`config.mk`:
```
export PLATFORM = sky130hd
export DESIGN_NAME = mem_access_unit
export DESIGN_NICKNAME = d
export VERILOG_FILES = /design/src/rtl/mau_pkg.sv /design/src/rtl/mau_lane_align.sv /design/src/rtl/mem_access_unit.sv
export SDC_FILE = /design/constraint.sdc
export NUM_CORES = 1
export LEC_CHECK = 0
export ABC_AREA = 1
export CAP_MARGIN = 0
export CORE_ASPECT_RATIO = 1.2
export CORE_UTILIZATION = 35
export CTS_CLUSTER_DIAMETER = 50
export DETAILED_ROUTE_END_ITERATION = 7
export PLACE_DENSITY_LB_ADDON = 0.3
export SLEW_MARGIN = 0
export SYNTH_ARGS = -nofsm -noshare
export SYNTH_HDL_FRONTEND = slang
export SYNTH_SLANG_ARGS = --single-unit
```
`constraint.sdc`:
```
create_clock -name CLK -period 7.3 [get_ports CLK]
set_input_delay 1.46 -clock CLK [delete_from_list [all_inputs] [get_ports CLK]]
set_output_delay 1.46 -clock CLK [all_outputs]
set_load 0.02 [all_outputs]
```
`src/rtl/mau_pkg.sv`:
```
// Shared definitions for the memory access unit: access sizes, FSM states,
// default data memory size and the word-alignment helper.
package mau_pkg;

    typedef enum logic [1:0] {
        SZ_BYTE = 2'b00,
        SZ_HALF = 2'b01,
        SZ_WORD = 2'b10,
        SZ_RSVD = 2'b11
    } mau_size_e;

    typedef enum logic [1:0] {
        ST_IDLE  = 2'b00,
        ST_READ  = 2'b01,
        ST_WRITE = 2'b10,
        ST_DONE  = 2'b11
    } mau_state_e;

    localparam int MAU_MEM_BYTES = 512;

    function automatic logic [31:0] word_addr(input logic [31:0] a);
        return {a[31:2], 2'b00};
    endfunction

endpackage

```
`src/rtl/mau_lane_align.sv`:
```
// Big-endian lane logic: extracts and extends load data from a memory word,
// and merges right-justified store data into the addressed lanes.
module mau_lane_align
    import mau_pkg::*;
(
    input  mau_size_e   size,
    input  logic [1:0]  off,
    input  logic        uns,
    input  logic [31:0] wdata,
    input  logic [31:0] rword,
    output logic [31:0] ldata,
    output logic [31:0] mword
);

    function automatic logic [31:0] ext8(input logic [7:0] b, input logic u);
        return u ? {24'd0, b} : {{24{b[7]}}, b};
    endfunction

    function automatic logic [31:0] ext16(input logic [15:0] h, input logic u);
        return u ? {16'd0, h} : {{16{h[15]}}, h};
    endfunction

    logic [7:0]  rbyte;
    logic [15:0] rhalf;

    always_comb begin
        rbyte = rword[7:0];
        case (off)
            2'd0:    rbyte = rword[31:24];
            2'd1:    rbyte = rword[23:16];
            2'd2:    rbyte = rword[15:8];
            default: rbyte = rword[7:0];
        endcase
        rhalf = off[1] ? rword[15:0] : rword[31:16];
    end

    always_comb begin
        ldata = rword;
        mword = wdata;
        case (size)
            SZ_BYTE: begin
                ldata = ext8(rbyte, uns);
                case (off)
                    2'd0:    mword = {wdata[7:0], rword[23:0]};
                    2'd1:    mword = {rword[31:24], wdata[7:0], rword[15:0]};
                    2'd2:    mword = {rword[31:16], wdata[7:0], rword[7:0]};
                    default: mword = {rword[31:8], wdata[7:0]};
                endcase
            end
            SZ_HALF: begin
                ldata = ext16(rhalf, uns);
                mword = off[1] ? {rword[31:16], wdata[15:0]}
                               : {wdata[15:0], rword[15:0]};
            end
            default: begin
                ldata = rword;
                mword = wdata;
            end
        endcase
    end

endmodule

```
`src/rtl/mem_access_unit.sv`:
```
// CPU-side load/store unit driving a word-wide big-endian data memory.
// Define MAU_MISALIGN_TRAP_EN to reject misaligned accesses instead of aligning them.
module mem_access_unit
    import mau_pkg::*;
#(
    parameter int MEM_BYTES = MAU_MEM_BYTES
) (
    input  logic        CLK,
    input  logic        Reset,
    input  logic        req,
    input  logic        we,
    input  logic [1:0]  size,
    input  logic        uns,
    input  logic [31:0] addr,
    input  logic [31:0] wdata,
    output logic        ready,
    output logic        done,
    output logic [31:0] rdata,
    output logic        err,
    output logic        RW,
    output logic [31:0] DAddr,
    output logic [31:0] DataIn,
    input  logic [31:0] DataOut
);

    localparam logic [31:0] MEM_LIMIT = 32'(MEM_BYTES);

    mau_state_e  state;
    mau_size_e   size_q;
    logic        we_q;
    logic        uns_q;
    logic [1:0]  off_q;
    logic [31:0] wdata_q;

    logic [31:0] addr_al;
    logic        misalign;
    logic        reject;
    logic [31:0] ldata;
    logic [31:0] mword;

`ifdef MAU_MISALIGN_TRAP_EN
    always_comb begin
        addr_al  = addr;
        misalign = ((size == SZ_HALF) && addr[0]) ||
                   ((size == SZ_WORD) && (addr[1:0] != 2'b00));
    end
`else
    // Drop the low address bits so halfwords and words are naturally aligned.
    always_comb begin
        addr_al  = addr;
        misalign = 1'b0;
        if (size == SZ_HALF) addr_al[0]   = 1'b0;
        if (size == SZ_WORD) addr_al[1:0] = 2'b00;
    end
`endif

    assign reject = (size == SZ_RSVD) || misalign || (word_addr(addr) >= MEM_LIMIT);

    mau_lane_align u_lane (
        .size  (size_q),
        .off   (off_q),
        .uns   (uns_q),
        .wdata (wdata_q),
        .rword (DataOut),
        .ldata (ldata),
        .mword (mword)
    );

    always_ff @(posedge CLK) begin
        if (Reset) begin
            state  <= ST_IDLE;
            ready  <= 1'b1;
            done   <= 1'b0;
            err    <= 1'b0;
            rdata  <= 32'd0;
            RW     <= 1'b0;
            DAddr  <= 32'd0;
            DataIn <= 32'd0;
        end else begin
            case (state)
                ST_IDLE: begin
                    done  <= 1'b0;
                    err   <= 1'b0;
                    rdata <= 32'd0;
                    RW    <= 1'b0;
                    if (req) begin
                        we_q    <= we;
                        size_q  <= mau_size_e'(size);
                        uns_q   <= uns;
                        off_q   <= addr_al[1:0];
                        wdata_q <= wdata;
                        ready   <= 1'b0;
                        if (reject) begin
                            state <= ST_DONE;
                            done  <= 1'b1;
                            err   <= 1'b1;
                        end else begin
                            DAddr <= word_addr(addr_al);
                            // Full-word stores need no read-modify-write.
                            if (we && (size == SZ_WORD)) begin
                                state  <= ST_WRITE;
                                RW     <= 1'b1;
                                DataIn <= wdata;
                            end else begin
                                state <= ST_READ;
                            end
                        end
                    end
                end
                ST_READ: begin
                    if (we_q) begin
                        state  <= ST_WRITE;
                        RW     <= 1'b1;
                        DataIn <= mword;
                    end else begin
                        state <= ST_DONE;
                        done  <= 1'b1;
                        rdata <= ldata;
                    end
                end
                ST_WRITE: begin
                    state <= ST_DONE;
                    RW    <= 1'b0;
                    done  <= 1'b1;
                    rdata <= 32'd0;
                end
                default: begin
                    state <= ST_IDLE;
                    ready <= 1'b1;
                    done  <= 1'b0;
                    err   <= 1'b0;
                    rdata <= 32'd0;
                end
            endcase
        end
    end

endmodule

```
==> impl_metrics.env <==
export IMPL_grt_remaining_overflow=0
export IMPL_worstPathCellList="clkdlybuf4s50_1, ha_1, nor2_1, nand2_1, nor2_1, nand3_1, nor2_1, inv_1, nor2_1, nor2_1"
export IMPL_met1_usage_pct=27.07
export IMPL_cts_max_level=4
export IMPL_gp_congestion=0.9340
export IMPL_fin_worst_skew_ns=0.01146
export IMPL_cp_num_cells=10
export IMPL_hold_start="DAddr[16]"
export IMPL_clock_sinks=138
export IMPL_seq_area_frac_synth_pct=45.42
export IMPL_ys_seq_elements=138
export IMPL_setup_tns_ns=0
export IMPL_maxCapViolCount=0
export IMPL_clockRootBuffer="clkbuf_16"
export IMPL_min_period_over_period_pct=47.32
export IMPL_reg2reg_slack_ns=4.31
export IMPL_p_leak_nw=4.280
export IMPL_die_area_mm2=0.02034
export IMPL_criticalPathCategory="in2reg"
export IMPL_top_level_ports=203
export IMPL_rsz0062_at_grt="no"
export IMPL_die_w_um=130.4
export IMPL_hold_violations=0
export IMPL_clkTransAtPathRegs_ns=0.06
export IMPL_power_frac_seq_pct=33.7
export IMPL_hold_buffers=0
export IMPL_firstDrtPassIters=5
export IMPL_tightest_slew_ns=1.082
export IMPL_yosysUniqueCellTypes=33
export IMPL_track_usage_pct=21.71
export IMPL_synth_edf_count=38
export IMPL_layout_commonest_cell="clkdlybuf4s50_1"
export IMPL_startpoint="size[1]"
export IMPL_nets=1244
export IMPL_row_count=55
export IMPL_power_internal_w=0.001905
export IMPL_cpMostUsedCell="nor2_1"
export IMPL_coreArea_mm2=0.01913
export IMPL_hold_path_class="reg2reg"
export IMPL_busiest_layer="met2"
export IMPL_hold_depth=2
export IMPL_slowest_stage="inv_1"
export IMPL_slew_headroom_pct=27.70
export IMPL_vias=6801
export IMPL_antenna_found_initial=0
export IMPL_yosys_area_top_type="dfxtp_1"
export IMPL_cp_num_buf_inv=2
export IMPL_crit_required_ns=7.60
export IMPL_routed_via_density=4.844
export IMPL_rr_worst_depth=8
export IMPL_drive_gt1_share_pct=5.401
export IMPL_wirelength_um=21440
export IMPL_syn_inst=963
export IMPL_dr_first_iter_drc_count=484
export IMPL_synth_flop_cell="dfxtp_1"
export IMPL_wl_per_cell_um=15.27
export IMPL_cts_tree="built"
export IMPL_portBuffers=200
export IMPL_synth_warnings=0
export IMPL_dieHeight_um=156.0
export IMPL_syn_area_per_cell_um2=7.186
export IMPL_combPwrFrac_pct=35.8
export IMPL_grt_pass1_wl_um=33710
export IMPL_rr_endpoint="DataIn[30]"
export IMPL_status="completed"
export IMPL_fmax_mhz=289.5
export IMPL_start_util_pct=36.17
export IMPL_cp_data_arrival_time_ns=3.76
export IMPL_regArea_mm2=0.003143
export IMPL_switching_share_pct=35.49
export IMPL_setup_viol=0
export IMPL_maxSlewViolCount=0
export IMPL_synth_async_sr_flop_share_pct=0
export IMPL_use_met2_pct=33.21
export IMPL_grt_start_max_net_pins=62
export IMPL_power_switching_w=0.001048
export IMPL_met3_usage_pct=7.236
export IMPL_end_kind="register"
export IMPL_placed_cells=1372
export IMPL_finalNonFillerCells=1404
export IMPL_drc=0
export IMPL_worstSetupStartpointType="input port"
export IMPL_fin_util_pct=50.33
export IMPL_synth_area_mm2=0.006920
export IMPL_place_hpwl_um=15820
export IMPL_synth_top_area_share_pct=28.93
export IMPL_clockBufferDepth=2
export IMPL_ir_drop_uv=164.6
export IMPL_path_max_fanout=30
export IMPL_fin_crit_ns=3.454
export IMPL_num_fill_cells=1908
export IMPL_reg2reg_from="state[1]"
export IMPL_multi_input_area_mm2=0.002992
export IMPL_area_growth_pct=39.14
export IMPL_synth_area_leaders="dfxtp_1 (29%), edfxtp_1 (16%), nor2_1 (9.2%), nand2_1 (8.4%), o21ai_0 (7.4%)"
export IMPL_pwr_share_clk_pct=30.6
export IMPL_cts_setup_buffers=0
export IMPL_crit_family="simple AND/OR/NAND/NOR gates"
export IMPL_layout_common_cells="clkdlybuf4s50_1 (200), nor2_1 (169), nand2_1 (155), inv_1 (129), o21ai_0 (102)"
export IMPL_powerDensity_mw_per_mm2=306.7
export IMPL_power_w=0.002953
export IMPL_whs_endpoint="DAddr[16]"
export IMPL_insertedDiodeCount=0
export IMPL_hold_ws_ns=0.4536
export IMPL_insertion_delay_ns=0.42
export IMPL_antenna_left=0
export IMPL_grt_pass1_vias=6421
export IMPL_cts_resized_gates=0
export IMPL_max_stage_delay_ns=0.53
export IMPL_numCtsBuffers=17
layer usage:
metal,wire (µm),up-vias
met3,1954,40
met4,758,0
met1,9227,3038
met5,0,-
met2,9495,284
li1,-,3439
per-stage QoR:
step           area, µm²  worst slack (ns)
2_1_floorplan       6924             3.717
3_3_place_gp        9001             3.448
3_5_place_dp        9001             3.417
4_1_cts             9629             3.861
5_1_grt             9629             3.521
6_report            9629             3.846
power groups by stage:
stage	combinational (W)	clock [W]	sequential, W
2_1_floorplan	0.000588	0	0.00110
3_3_place_gp	0.00105	0	0.00101
3_5_place_dp	0.00106	0	0.00101
4_1_cts	0.00106	0.000917	0.000995
5_1_grt	0.00119	0.000950	0.00101
6_report	0.00106	0.000902	0.000994
worst max-delay path by stage:
stage | slack [ns] | to
floorplan | 3.72 | off_q[0]
global placement | 3.45 | DAddr[7]
detailed placement | 3.42 | DAddr[3]
CTS | 3.86 | DAddr[3]
global route | 3.52 | DAddr[3]
finish | 3.85 | DAddr[8]
sequential cells by signal (all words and copies together) (netlist names):
register  flops
done          1
size_q        2
DataIn       32
uns_q         1
rdata        32
err           1
off_q         2
DAddr        30
RW            1
ready         1
state         2
we_q          1
wdata_q      32
layout make-up:
| cell class | instances | share of cell area (%) |
|---|---|---|
| flip-flops and latches | 138 | 32.64 |
| multi-input cells | 638 | 31.07 |
| repair buffers | 205 | 21.18 |
| clock buffers | 23 | 5.418 |
| inverters | 135 | 5.262 |
| well taps | 256 | 3.326 |
| clock inverters | 9 | 1.104 |
worst reg2reg max path, cell delays in order, from the launching register on:
cell	delay, ns
dfxtp_1	0.34
inv_1	0.08
ha_1	0.14
buf_4	0.32
inv_1	0.54
o21ai_1	0.55
nand3_4	0.55
nor2_1	0.30
nor2_1	0.07
logic make-up after synthesis:
kind of cell             count (synthesis)  share of synthesized area, %
other                                    1                       0.05419
AND/OR/NAND/NOR                        410                         24.68
adder cells (fa/ha/maj)                  6                         1.085
AO/OA/AOI/OAI                          220                         17.25
flip-flops                             138                         45.42
buffers and inverters                  188                         11.52
Yosys cell counts (3+ instances only):
master and number:
clkbuf_1 18, or2_2 12, buf_2 22, nor2_1 170
buf_4 7, nor2_4 3, inv_2 4, o211ai_1 11
a31oi_1 3, nand2_1 155, inv_1 130, ha_1 6
a21oi_1 75, nand4_1 4, nor2_2 3, nand3_1 60
o221ai_1 6, edfxtp_1 38, o21ai_0 102, buf_6 5
dfxtp_1 100, o21ai_1 12, o21a_1 7
No activity file was read; power rests on OpenSTA's default activity.
==> patch (config.mk and constraints unchanged) <==
Build with the macro `MAU_MISALIGN_TRAP_EN` defined.
--- a/src/rtl/mem_access_unit.sv
+++ b/src/rtl/mem_access_unit.sv
@@ -1,5 +1,7 @@
 // CPU-side load/store unit driving a word-wide big-endian data memory.
 // Define MAU_MISALIGN_TRAP_EN to reject misaligned accesses instead of aligning them.
+`define MAU_MISALIGN_TRAP_EN
+
 module mem_access_unit
     import mau_pkg::*;
 #(
Check against the original RTL: not equivalent (a bounded check fails within 4 cycles, from zero or initial values and one cycle with Reset high).
==> patch against the original RTL <==
Setup slack worse by 0.38 ns; final cell count increased by 8.4%; synthesized area rose by 6.3%; final area is 3.9% higher; clock skew fell by 0.0036 ns; wire length is 11% higher; sequential cell count is the same; power grew 0.58%; fmax shrank 10%; largest cell class is now multi-input gates; largest power group unchanged; highest routed layer unchanged.
==> patch: results <==
group,metric,value,unit
status,status,"finished, final reports clean",
routing,wl_met1,9.94,mm
critical_path,crit_path_top_delay_cell,"a21oi_2",
grt,use_met2,0.352,
placement,dp_cells,1489,
sta,fin_worst_skew,0.00784,ns
power_and_ir_drop,total_power,2970,µW
power_and_ir_drop,p_comb,1150,µW
critical_path,critPathMaxStageDelay,0.66,ns
power_and_ir_drop,p_seq_frac,0.333,
power_and_ir_drop,power_leakage,0.00458,µW
routing,vias_per_cell,4.96,
grt,grt_use_met3,0.0685,
grt,grtUsageTotal,0.222,
power_and_ir_drop,vdd_ir_drop_max,0.000182,V
placement,hpwl,17.2,mm
layout,drive_above_1_share,0.0557,
grt,use_met1,0.279,
layout,nets,1350,
synthesis,synthDistinctLibCells,34,
grt,grt_pass1_wl,37.2,mm
placement,gp_congestion,0.910,
critical_path,path_max_fanout,31,
synthesis,synth_area_leaders,"dfxtp_1 27%, edfxtp_1 16%, nand2_1 13%, inv_1 8.2%, nor2_1 6.9%",
routing,wl,23.7,mm
==> patch: cell count changes after synthesis, moves of 3 or more <==
| cell | change |
|---|---|
| o22ai_1 | +6 |
| nand2_1 | +91 |
| nand4_1 | +15 |
| clkbuf_1 | +13 |
| buf_2 | -5 |
| inv_1 | +31 |
| nor2_1 | -35 |
| or2_2 | +4 |
| o21ai_0 | -26 |
| buf_1 | +3 |
| o21a_1 | -7 |
| o21ai_1 | -11 |
| nand3_1 | +37 |
==> patch: path summary, 6_finish.rpt <==
path	startpoint	endpoint	slack, ns	depth (start not counted)
setup / recovery	size[1]	DataIn[7]$_SDFFE_PP0P_	3.46	7
hold / removal	DAddr[15]$_SDFFE_PP0P_	DAddr[15]$_SDFFE_PP0P_	0.45	2
setup reg to reg	state[1]$_SDFFE_PP0N_	DataIn[7]$_SDFFE_PP0P_	4.03	9
hold reg to reg	DAddr[15]$_SDFFE_PP0P_	DAddr[15]$_SDFFE_PP0P_	0.45	2
==> patch: stage by stage <==
step | hold slack (ns) | instance area [µm²]
final | 0.453 | 10000
after global routing | 0.467 | 10000
after CTS | 0.455 | 10000
after detailed placement | 0.446 | 9440
after global placement | 0.442 | 9440
after floorplan | 0.470 | 7360
==> patch: logic make-up after synthesis <==
family | count (synthesis) | synth area share
buffers and inverters | 229 | 0.127
other | 1 | 0.000510
AO/OA/AOI/OAI | 185 | 0.138
AND/OR/NAND/NOR | 522 | 0.300
adder cells (fa/ha/maj) | 4 | 0.00680
flip-flops | 138 | 0.427
==> patch: layout make-up <==
class	instances	area, µm²
clock inverter	11	81.3
timing repair buffer	206	2050
antenna	1	2.50
clock buffer	21	482
multi-input combinational	713	3290
inverter	167	627
sequential	138	3140
fill	2109	10400
tap	265	332
